===== src/rtl/ib_mul_pkg.sv =====
`default_nettype none
// ============================================================================
// Module   : ib_mul_pkg
// Brief    : Shared widths, latencies and FSM encodings for the multiplier feeder.
// Revision : 1.0 - initial release
// ============================================================================
package ib_mul_pkg;

  localparam int MUL_W     = 8;
  localparam int PROD_W    = 16;
  localparam int MUL_LAT   = 4;
  localparam int RES_DEPTH = 2;

  typedef enum logic [0:0] {
    ST_IDLE = 1'b0,
    ST_BUSY = 1'b1
  } state_t;

  // Two's complement magnitude; -128 maps onto 8'h80, which the unsigned core handles.
  function automatic logic [MUL_W-1:0] mag8(input logic [MUL_W-1:0] v);
    return v[MUL_W-1] ? (~v + 1'b1) : v;
  endfunction

endpackage
`default_nettype wire


===== src/rtl/ib_sync_fifo.sv =====
`default_nettype none
// ============================================================================
// Module   : ib_sync_fifo
// Brief    : Single-clock FIFO with show-ahead read data and synchronous reset.
// Revision : 1.0 - initial release
// ============================================================================
module ib_sync_fifo #(
  parameter int WIDTH = 16,
  parameter int DEPTH = 4
) (
  input  logic             i_clk,
  input  logic             i_rst,
  input  logic             i_wr_en,
  input  logic [WIDTH-1:0] i_wr_data,
  input  logic             i_rd_en,
  output logic [WIDTH-1:0] o_rd_data,
  output logic             o_full,
  output logic             o_empty
);

  localparam int AW = (DEPTH > 1) ? $clog2(DEPTH) : 1;
  localparam logic [AW:0] C_FULL_CNT = (AW+1)'(DEPTH);

  logic [WIDTH-1:0] r_mem [DEPTH];
  logic [AW-1:0]    r_wptr;
  logic [AW-1:0]    r_rptr;
  logic [AW:0]      r_count;
  logic             w_wr;
  logic             w_rd;

  assign o_full    = (r_count == C_FULL_CNT);
  assign o_empty   = (r_count == '0);
  assign o_rd_data = r_mem[r_rptr];

  // A write into a full FIFO is accepted only when the same cycle frees a slot.
  assign w_rd = i_rd_en && !o_empty;
  assign w_wr = i_wr_en && (!o_full || w_rd);

  always_ff @(posedge i_clk) begin
    if (w_wr) begin
      r_mem[r_wptr] <= i_wr_data;
    end
  end

  always_ff @(posedge i_clk) begin
    if (i_rst) begin
      r_wptr  <= '0;
      r_rptr  <= '0;
      r_count <= '0;
    end else begin
      if (w_wr) r_wptr <= r_wptr + 1'b1;
      if (w_rd) r_rptr <= r_rptr + 1'b1;
      case ({w_wr, w_rd})
        2'b10:   r_count <= r_count + 1'b1;
        2'b01:   r_count <= r_count - 1'b1;
        default: r_count <= r_count;
      endcase
    end
  end

endmodule
`default_nettype wire


===== src/rtl/ib_mul_feeder.sv =====
`default_nettype none
// ============================================================================
// Module   : ib_mul_feeder
// Brief    : Operand FIFO -> serial multiplier issue -> 2-entry result queue.
//            Define IB_MUL_FEED_SIGNED_EN for two's complement operands/results.
// Revision : 1.0 - initial release
// ============================================================================
module ib_mul_feeder
  import ib_mul_pkg::*;
#(
  parameter int DEPTH = 4
) (
  input  logic              i_clk,
  input  logic              i_rst,
  input  logic              i_valid,
  output logic              o_ready,
  input  logic [MUL_W-1:0]  i_a,
  input  logic [MUL_W-1:0]  i_b,
  output logic              o_mul_start,
  output logic [MUL_W-1:0]  o_mul_a,
  output logic [MUL_W-1:0]  o_mul_b,
  input  logic [PROD_W-1:0] i_mul_c,
  input  logic              i_mul_done,
  output logic              o_valid,
  input  logic              i_ready,
  output logic [PROD_W-1:0] o_c
);

  logic [2*MUL_W-1:0] w_op_head;
  logic               w_op_full;
  logic               w_op_empty;
  logic               w_res_full;
  logic               w_res_empty;
  logic [PROD_W-1:0]  w_cap_data;
  logic [MUL_W-1:0]   w_head_a;
  logic [MUL_W-1:0]   w_head_b;
  logic [MUL_W-1:0]   r_mul_a;
  logic [MUL_W-1:0]   r_mul_b;
  logic [1:0]         r_occ;
  logic               w_credit_ok;
  logic               w_start;
  logic               w_cap;
  logic               w_pop;
  state_t             r_state;
  state_t             w_state_nxt;

  ib_sync_fifo #(
    .WIDTH (2*MUL_W),
    .DEPTH (DEPTH)
  ) u_op_fifo (
    .i_clk     (i_clk),
    .i_rst     (i_rst),
    .i_wr_en   (i_valid && o_ready),
    .i_wr_data ({i_a, i_b}),
    .i_rd_en   (w_start),
    .o_rd_data (w_op_head),
    .o_full    (w_op_full),
    .o_empty   (w_op_empty)
  );

  ib_sync_fifo #(
    .WIDTH (PROD_W),
    .DEPTH (RES_DEPTH)
  ) u_res_fifo (
    .i_clk     (i_clk),
    .i_rst     (i_rst),
    .i_wr_en   (w_cap),
    .i_wr_data (w_cap_data),
    .i_rd_en   (w_pop),
    .o_rd_data (o_c),
    .o_full    (w_res_full),
    .o_empty   (w_res_empty)
  );

  assign o_ready = !w_op_full;
  assign o_valid = !w_res_empty;
  assign w_pop   = o_valid && i_ready;

`ifdef IB_MUL_FEED_SIGNED_EN
  logic r_sign;

  assign w_head_a   = mag8(w_op_head[2*MUL_W-1:MUL_W]);
  assign w_head_b   = mag8(w_op_head[MUL_W-1:0]);
  assign w_cap_data = r_sign ? (~i_mul_c + 1'b1) : i_mul_c;

  always_ff @(posedge i_clk) begin
    if (i_rst) begin
      r_sign <= 1'b0;
    end else if (w_start) begin
      r_sign <= w_op_head[2*MUL_W-1] ^ w_op_head[MUL_W-1];
    end
  end
`else
  assign w_head_a   = w_op_head[2*MUL_W-1:MUL_W];
  assign w_head_b   = w_op_head[MUL_W-1:0];
  assign w_cap_data = i_mul_c;
`endif

  // A pop in the same cycle returns a credit in time for the new start.
  assign w_credit_ok = (r_occ != 2'd2) || w_pop;

  always_comb begin
    w_state_nxt = r_state;
    w_start     = 1'b0;
    w_cap       = 1'b0;
    case (r_state)
      ST_IDLE: begin
        w_start = !w_op_empty && w_credit_ok;
        if (w_start) w_state_nxt = ST_BUSY;
      end
      ST_BUSY: begin
        if (i_mul_done) begin
          w_cap       = !w_res_full;
          w_start     = !w_op_empty && w_credit_ok;
          w_state_nxt = w_start ? ST_BUSY : ST_IDLE;
        end
      end
    endcase
  end

  always_ff @(posedge i_clk) begin
    if (i_rst) begin
      r_state <= ST_IDLE;
      r_occ   <= 2'd0;
      r_mul_a <= '0;
      r_mul_b <= '0;
    end else begin
      r_state <= w_state_nxt;
      case ({w_start, w_pop})
        2'b10:   r_occ <= r_occ + 2'd1;
        2'b01:   r_occ <= r_occ - 2'd1;
        default: r_occ <= r_occ;
      endcase
      if (w_start) begin
        r_mul_a <= w_head_a;
        r_mul_b <= w_head_b;
      end
    end
  end

  assign o_mul_start = w_start;
  assign o_mul_a     = w_start ? w_head_a : r_mul_a;
  assign o_mul_b     = w_start ? w_head_b : r_mul_b;

endmodule
`default_nettype wire


===== config.mk =====
export PLATFORM = sky130hd
export DESIGN_NAME = ib_mul_feeder
export DESIGN_NICKNAME = d
export VERILOG_FILES = /design/src/rtl/ib_mul_pkg.sv /design/src/rtl/ib_sync_fifo.sv /design/src/rtl/ib_mul_feeder.sv
export SDC_FILE = /design/constraint.sdc
export NUM_CORES = 1
export LEC_CHECK = 0
export BUFFER_PORTS_ARGS = -buffer_cell sky130_fd_sc_hd__buf_2
export CELL_PAD_IN_SITES_DETAIL_PLACEMENT = 0
export CELL_PAD_IN_SITES_GLOBAL_PLACEMENT = 1
export CORE_ASPECT_RATIO = 2
export CORE_UTILIZATION = 43
export DETAILED_ROUTE_END_ITERATION = 6
export HOLD_SLACK_MARGIN = 0.15
export PLACE_DENSITY_LB_ADDON = 0.1
export SLEW_MARGIN = 20
export SYNTH_ARGS = -nofsm -noshare
export SYNTH_HDL_FRONTEND = slang
export SYNTH_SLANG_ARGS = --single-unit

===== constraint.sdc =====
create_clock -name i_clk -period 2.1 [get_ports i_clk]
set_input_delay 0.21 -clock i_clk [delete_from_list [all_inputs] [get_ports i_clk]]
set_output_delay 0.21 -clock i_clk [all_outputs]
set_load 0.05 [all_outputs]

After elaboration in Yosys (flattened, before gate mapping)
Memories as Yosys holds them, arrays and structs flattened. A register that Yosys moved wholly into a read port is not among the register bits.
Index checks and enable logic that the tools add are counted.
{ "op_classes": {"reduce_logical": 19, "eq_ne": 9, "muxes": 20, "bitwise_logic": 1, "n_addsub": 10} }
{ "op_table": {"columns": ["op", "n"], "rows": [
  ["two-way mux 8 bit", 2],
  ["two-way mux 1 bit", 11],
  ["adder 2 x 1 -> 2 bit, second input constant", 4],
  ["equality test 2 bit, second input constant", 4],
  ["one-hot mux 2 bit (2 select lines)", 2],
  ["logical AND 1 bit", 7],
  ["equality test 2 x 1 -> 1 bit, second input constant", 3],
  ["one-hot mux 3 bit (2 select lines)", 1],
  ["nonzero test 2 bit", 3],
  ["zero test 1 bit", 4],
  ["two-way mux 2 bit", 2],
  ["one-hot mux 1 bit (2 select lines)", 2],
  ["subtractor 2 x 1 -> 2 bit, second input constant", 2],
  ["adder 3 x 1 -> 3 bit, second input constant", 1],
  ["equality test 3 bit, second input constant", 1],
  ["zero test 3 bit", 1],
  ["logical OR 1 bit", 3],
  ["subtractor 3 x 1 -> 3 bit, second input constant", 1],
  ["adder 1 bit, second input constant", 2],
  ["zero test 2 bit", 1],
  ["!= test 2 bit, second input constant", 1],
  ["NOT 1 bit", 1]
]} }
{ "totals": {"register_bits": 30, "elab_cells": 71, "mem_bits_rw": 96, "memories": 2} }
{ "memory_table": {"columns": ["memory", "depth", "width", "rd", "rd_ports_with_merged_regs", "wr", "line_no", "source"], "rows": [
  ["u_op_fifo.r_mem", 4, 16, 1, 1, 1, "ib_sync_fifo.sv:24", "logic [WIDTH-1:0] r_mem [DEPTH];"],
  ["u_res_fifo.r_mem", 2, 16, 1, 1, 1, "ib_sync_fifo.sv:24", null]
]} }

Logic depth before layout (Yosys ltp)
{ "depth": {"depth_word": 12, "ltp_mapped": 8, "ltp_nobuf": 7} }

Cells and area by module
Synthesis repeated with hierarchy kept, for this count alone.
{ "unflattened": {"hier_cells": 338, "hier_area_um2": 5356.4} }
{ "modules_own_cells": {"columns": ["mod", "n_inst", "cells_each", "area_each_um2"], "rows": [
  ["ib_sync_fifo (u_op_fifo)", 1, 148, 2852.7],
  ["ib_sync_fifo (u_res_fifo)", 1, 80, 1403.8],
  ["ib_mul_feeder", 1, 110, 1099.8]
]} }

Worst setup path before layout
Ideal clock, no wire load.
{ "synth_path": {"path_kind": "reg-to-reg", "startpoint": "register u_op_fifo.r_count[0]", "endpoint": "register u_op_fifo.r_count[2]", "period_less_slack_ps": 2465, "arrival_time_ps": 2395, "slack_ps": -365, "path_buffers": 1, "stages_incl_launch_ff": 9, "required_time_ps": 2030, "setup_time_ps": 70, "path_cell_list": "dfxtp_1 > or3b_1 > clkbuf_1 > nand2_1 > ha_1 > fa_1 > xnor2_1 > or3_1 > a21oi_1"} }
{ "synth_via": {"word_cells_on_any_way": 17, "cone_classes": "add/sub (2); eq/ne (3); mux (3); reduce/logical (9)"} }
{ "synth_rtl": {"columns": ["item", "line_no", "source"], "rows": [
  ["start, declared", "ib_sync_fifo.sv:27", "logic [AW:0] r_count;"],
  ["start signal, assigned", "ib_sync_fifo.sv:54", "2'b10: r_count <= r_count + 1'b1;"],
  ["start signal, assigned", "ib_sync_fifo.sv:55", "2'b01: r_count <= r_count - 1'b1;"],
  ["start signal, assigned", "ib_sync_fifo.sv:56", "default: r_count <= r_count;"],
  ["equality test 3 bit (*)", "ib_sync_fifo.sv:31", "assign o_full = (r_count == C_FULL_CNT);"],
  ["zero test 1 bit (*)", "ib_mul_feeder.sv:75", "assign o_ready = !w_op_full;"],
  ["named net o_ready", "ib_mul_feeder.sv:16", "output logic o_ready,"],
  ["logical AND 1 bit / logical OR 1 bit (equally long branches)", "ib_mul_feeder.sv:53, ib_sync_fifo.sv:37", null],
  ["logical AND 1 bit (*)", "ib_sync_fifo.sv:37", "assign w_wr = i_wr_en && (!o_full || w_rd);"],
  ["equality test 2 x 1 -> 1 bit / equality test 2 bit (equally long branches)", "ib_sync_fifo.sv:53", "case ({w_wr, w_rd})"],
  ["one-hot mux 3 bit (2 select lines) / nonzero test 2 bit (equally long branches)", null, null]
]} }
Mark *: on every way through the listed nets, which the timed path passes. The rest lies on a longest branch.
A chain may end at the register's enable or synchronous reset.

==> impl_summary.txt <==
----------------------------------------------------
[Synthesis]
  Mapped Cells ... between 300 and 400
  Top flip-flop cell by instance count after synthesis ... edfxtp_1
  Post-Synth Adder-Cell Area ... 1.97%
  Share of synthesized flip-flops with an asynchronous set or reset ... 0%
  Net count after synthesis ... a little under 400
  Netlist Area Pre-Place ... 0.00547 mm²
  Area fraction in and, or, nand and nor cells after synthesis ... 6.16%
  Avg Cell Area, Syn ... approximately 15 µm²
  Number of enable-type register cells in the synthesized netlist ... 96
  Yosys warning total ... 0
  Distinct cells, synth ... 40
  Fraction of the yosys area taken by sequential cells ... between 60% and 70%
  Post-synthesis register bit count ... between 100 and 150
  Combinational family with the most area after synthesis ... multiplexers
  Xor-xnor portion of the synthesized cell area ... 1.12%
  Compound-gate portion of the synthesized area ... approximately 7.0%
  Share of cell area taken by muxes after synthesis ... 15.0%

[Layout]
  Diodes inserted ... 0
  NumNets Final ... between 500 and 600
  Commonest non-fill, non-tap cells in the layout ... 96 x edfxtp_1, 55 x buf_2, 34 x dlygate4sd3_1
  Area Growth Syn to Fin ... 33.3%
  Register Area ... 0.00356 mm²
  Most common library cell in the layout ignoring fill and taps ... edfxtp_1
  Layout cell share with drive strength beyond 1 ... a little over two fifths
  Final standard cell utilization of the core ... between 50 and 60%
  Number of fill cells in the layout ... a little over 1000
  Total area of multi-input combinational cells ... about 0.0018 mm²

[Clocking]
  Clock root buffer ... clkbuf_16
  TritonCTS clock tree ... built
  Post-CTS clock slew at the launch and capture registers of the worst setup and hold paths ... around 0.05 ns
  Maximum level of the CTS H-tree ... 4
  TritonCTS buffer count ... 17
  Max Buffers Root-to-Sink ... 2
  Clock Latency Late Sink ... slightly above 0.4 ns
  Clock sinks ... between 100 and 150

[Timing]
  Number of hold-slack violations in the final timing report ... 0
  Finish-stage setup viols ... 16
  Worst-case headroom to the max-slew limit ... ~40%
  Number of max-slew violations in the final report ... 0
  Post-Route Setup TNS ... -0.310 ns
  Max Freq ... between 400 and 500 MHz
  Unrepaired setup endpoints after global routing ... true
  Transition time at the pin with the least slew margin ... around 0.90 ns
  Least setup slack across all paths after layout ... -0.0458 ns
  Final min period ... between 2 and 2.5 ns
  Portion of the clock cycle consumed by the worst path in the final layout ... 102%
  Clock Skew ... about 0.0072 ns

[Floorplanning]
  DIE HEIGHT ... 161 µm
  Total number of placement rows ... 57
  Total core area ... ~0.012 mm²
  Num ports ... between 70 and 80
  Initial Util ... between 40% and 50%
  Die X-Extent ... about 82 µm
  DIE AREA ... roughly 0.013 mm²

[GRT]
  Total GRT Usage ... between 10% and 20%
  Initial antenna violation count ... 0
  Via count of the first global-routing pass ... 3394
  Pin count of the biggest net entering global routing ... 34
  Global-route wire length before repair ... ~17 mm
  Total global routing overflow ... 0

[Power]
  Switching power as a share of total power ... ~36%
  Areal power density over the cells ... approximately 1600 mW/mm²
  Maximum vdd drop ... roughly 0.94 mV
  Sw Pwr ... 4.08 mW
  Sequential share of power ... 29.9%
  P_int ... just over 7 mW
  Static Leakage ... around 2.8 nW
  Clk network pwr share ... between 20% and 30%
  Gate power share ... between 40% and 50%

[Min path]
  Hold Path Depth ... 3
  Hold crit path type ... input port to flip-flop

[Worst setup path]
  Type of the worst setup path ... flip-flop to output port
  Worst setup SP type ... flip-flop
  Required time of the critical path ... ~1.9 ns
  Endpoint kind of the worst setup timing path ... output port
  Data arrival at the endpoint of the critical path ... ~1.9 ns
  Critical path peak fanout ... 8
  R2R cell count ... 8

[Run status]
  Violated checks ... setup timing
  Result of the run ... finished, violations left

[Drt]
  Router iterations before antenna repair ... 4
  Antenna-violating nets left ... 0
  Avg Vias per Cell ... 5.06
  Remaining DRCs ... 0
  Total routed wirelength ... between 10 and 15 mm
  Routed length per instance ... 16.6 µm
  Initial detailed-routing violation count ... 138
  Via count of the routed design ... between 3000 and 4000

[Placed design]
  GP Congestion ... approximately 0.7
  Detailed placer's ending HPWL ... approximately 6.7 mm
  Number of port buffers ... 71
  Worst slack, placed ... approximately 0.07 ns

[Run]
  Max cap viols ... 0

----------------------------------------------------
[Yosys cell counts, types with 10 or more instances]
cell type  count  share of area (%)
nand3_1       19                1.7
inv_1         23                1.6
dfxtp_1       33                 12
clkbuf_1      10               0.69
nor2b_1       19                2.2
edfxtp_1      96                 53
o211ai_2      10                2.3
o21ai_0       19                1.7
mux2_4        10                2.7
mux2_2        24                4.9
mux4_2        11                4.5
nor2_1        10               0.69
[metrics by stage]
step                cell area [µm²]  std cells  hold WS [ns]  power, mW
finish                         7290        642         0.202       11.3
floorplan                      5470        353         0.309       6.60
global route                   7290        642         0.211       11.9
detailed placement             6030        564         0.405       7.52
CTS                            7260        640         0.183       11.4
global placement               6030        564         0.399       7.47
[cells by family after synthesis]
logic type	count (synthesis)
AND/OR/NAND/NOR	61
multiplexers	52
AO/OA/AOI/OAI	51
flip-flops	129
XOR/XNOR	7
adder cells (fa/ha/maj)	8
buffers and inverters	45
[state kept, by name, indices dropped and copies added (netlist names), named ones only]
signal,count
r_occ,2
r_state,1
u_res_fifo.r_rptr,1
u_op_fifo.r_rptr,2
u_op_fifo.r_mem,64
u_res_fifo.r_count,2
u_op_fifo.r_wptr,2
r_mul_a,8
r_mul_b,8
u_op_fifo.r_count,3
u_res_fifo.r_mem,32
u_res_fifo.r_wptr,1
[repair_timing]
action                                  in CTS  in global routing
endpoints found under the setup margin      16                 17
buffers inserted                             8                  2
hold buffers                                34                  0
gates cloned                                 2                  0
pin swaps                                    3                  1
gates resized for setup                     66                  4
endpoints found under the hold margin       99                  0
[power groups by stage]
stage | clock [mW] | sequential [mW] | combinational, mW
4_1_cts | 3.04 | 3.38 | 5.00
3_3_place_gp | 0 | 3.38 | 4.09
3_5_place_dp | 0 | 3.40 | 4.12
6_report | 2.99 | 3.39 | 4.97
2_1_floorplan | 0 | 3.35 | 3.25
5_1_grt | 3.14 | 3.44 | 5.29
[routing by layer]
metal	GRT usage (%)	share of wire (%)	wire length, µm	vias to the layer above
li1	-	-	-	1583
met1	19.9	40	4220	1583
met2	31.1	55	5880	71
met3	5.37	3.9	411	10
met4	5.90	1.3	137	0
met5	0	0	0	-
[path summary, 6_finish.rpt]
kind / from / endpoint / slack, ns
setup / recovery: flip-flop / o_mul_b[1] / -0.05
hold / removal: i_mul_done / u_res_fifo.r_wptr / 0.20
setup reg to reg: u_op_fifo.r_count[0] / u_op_fifo.r_count[2] / 0.12
hold reg to reg: r_occ[1] / r_occ[1] / 0.51
[worst max-delay path, cell delays in order, from the launching register on]
cell and delay [ns]:
dfxtp_4 0.38, buf_12 0.15, mux4_2 0.55, mux2_4 0.29, buf_8 0.15
[final cells by class]
type	count	share of cell area, %
inverters	23	1.18
clock inverters	15	2.47
flip-flops and latches	129	48.8
repair buffers	132	15.0
clock buffers	17	5.84
well taps	147	2.52
multi-input cells	179	24.2
(Power assumes the default switching activity.)
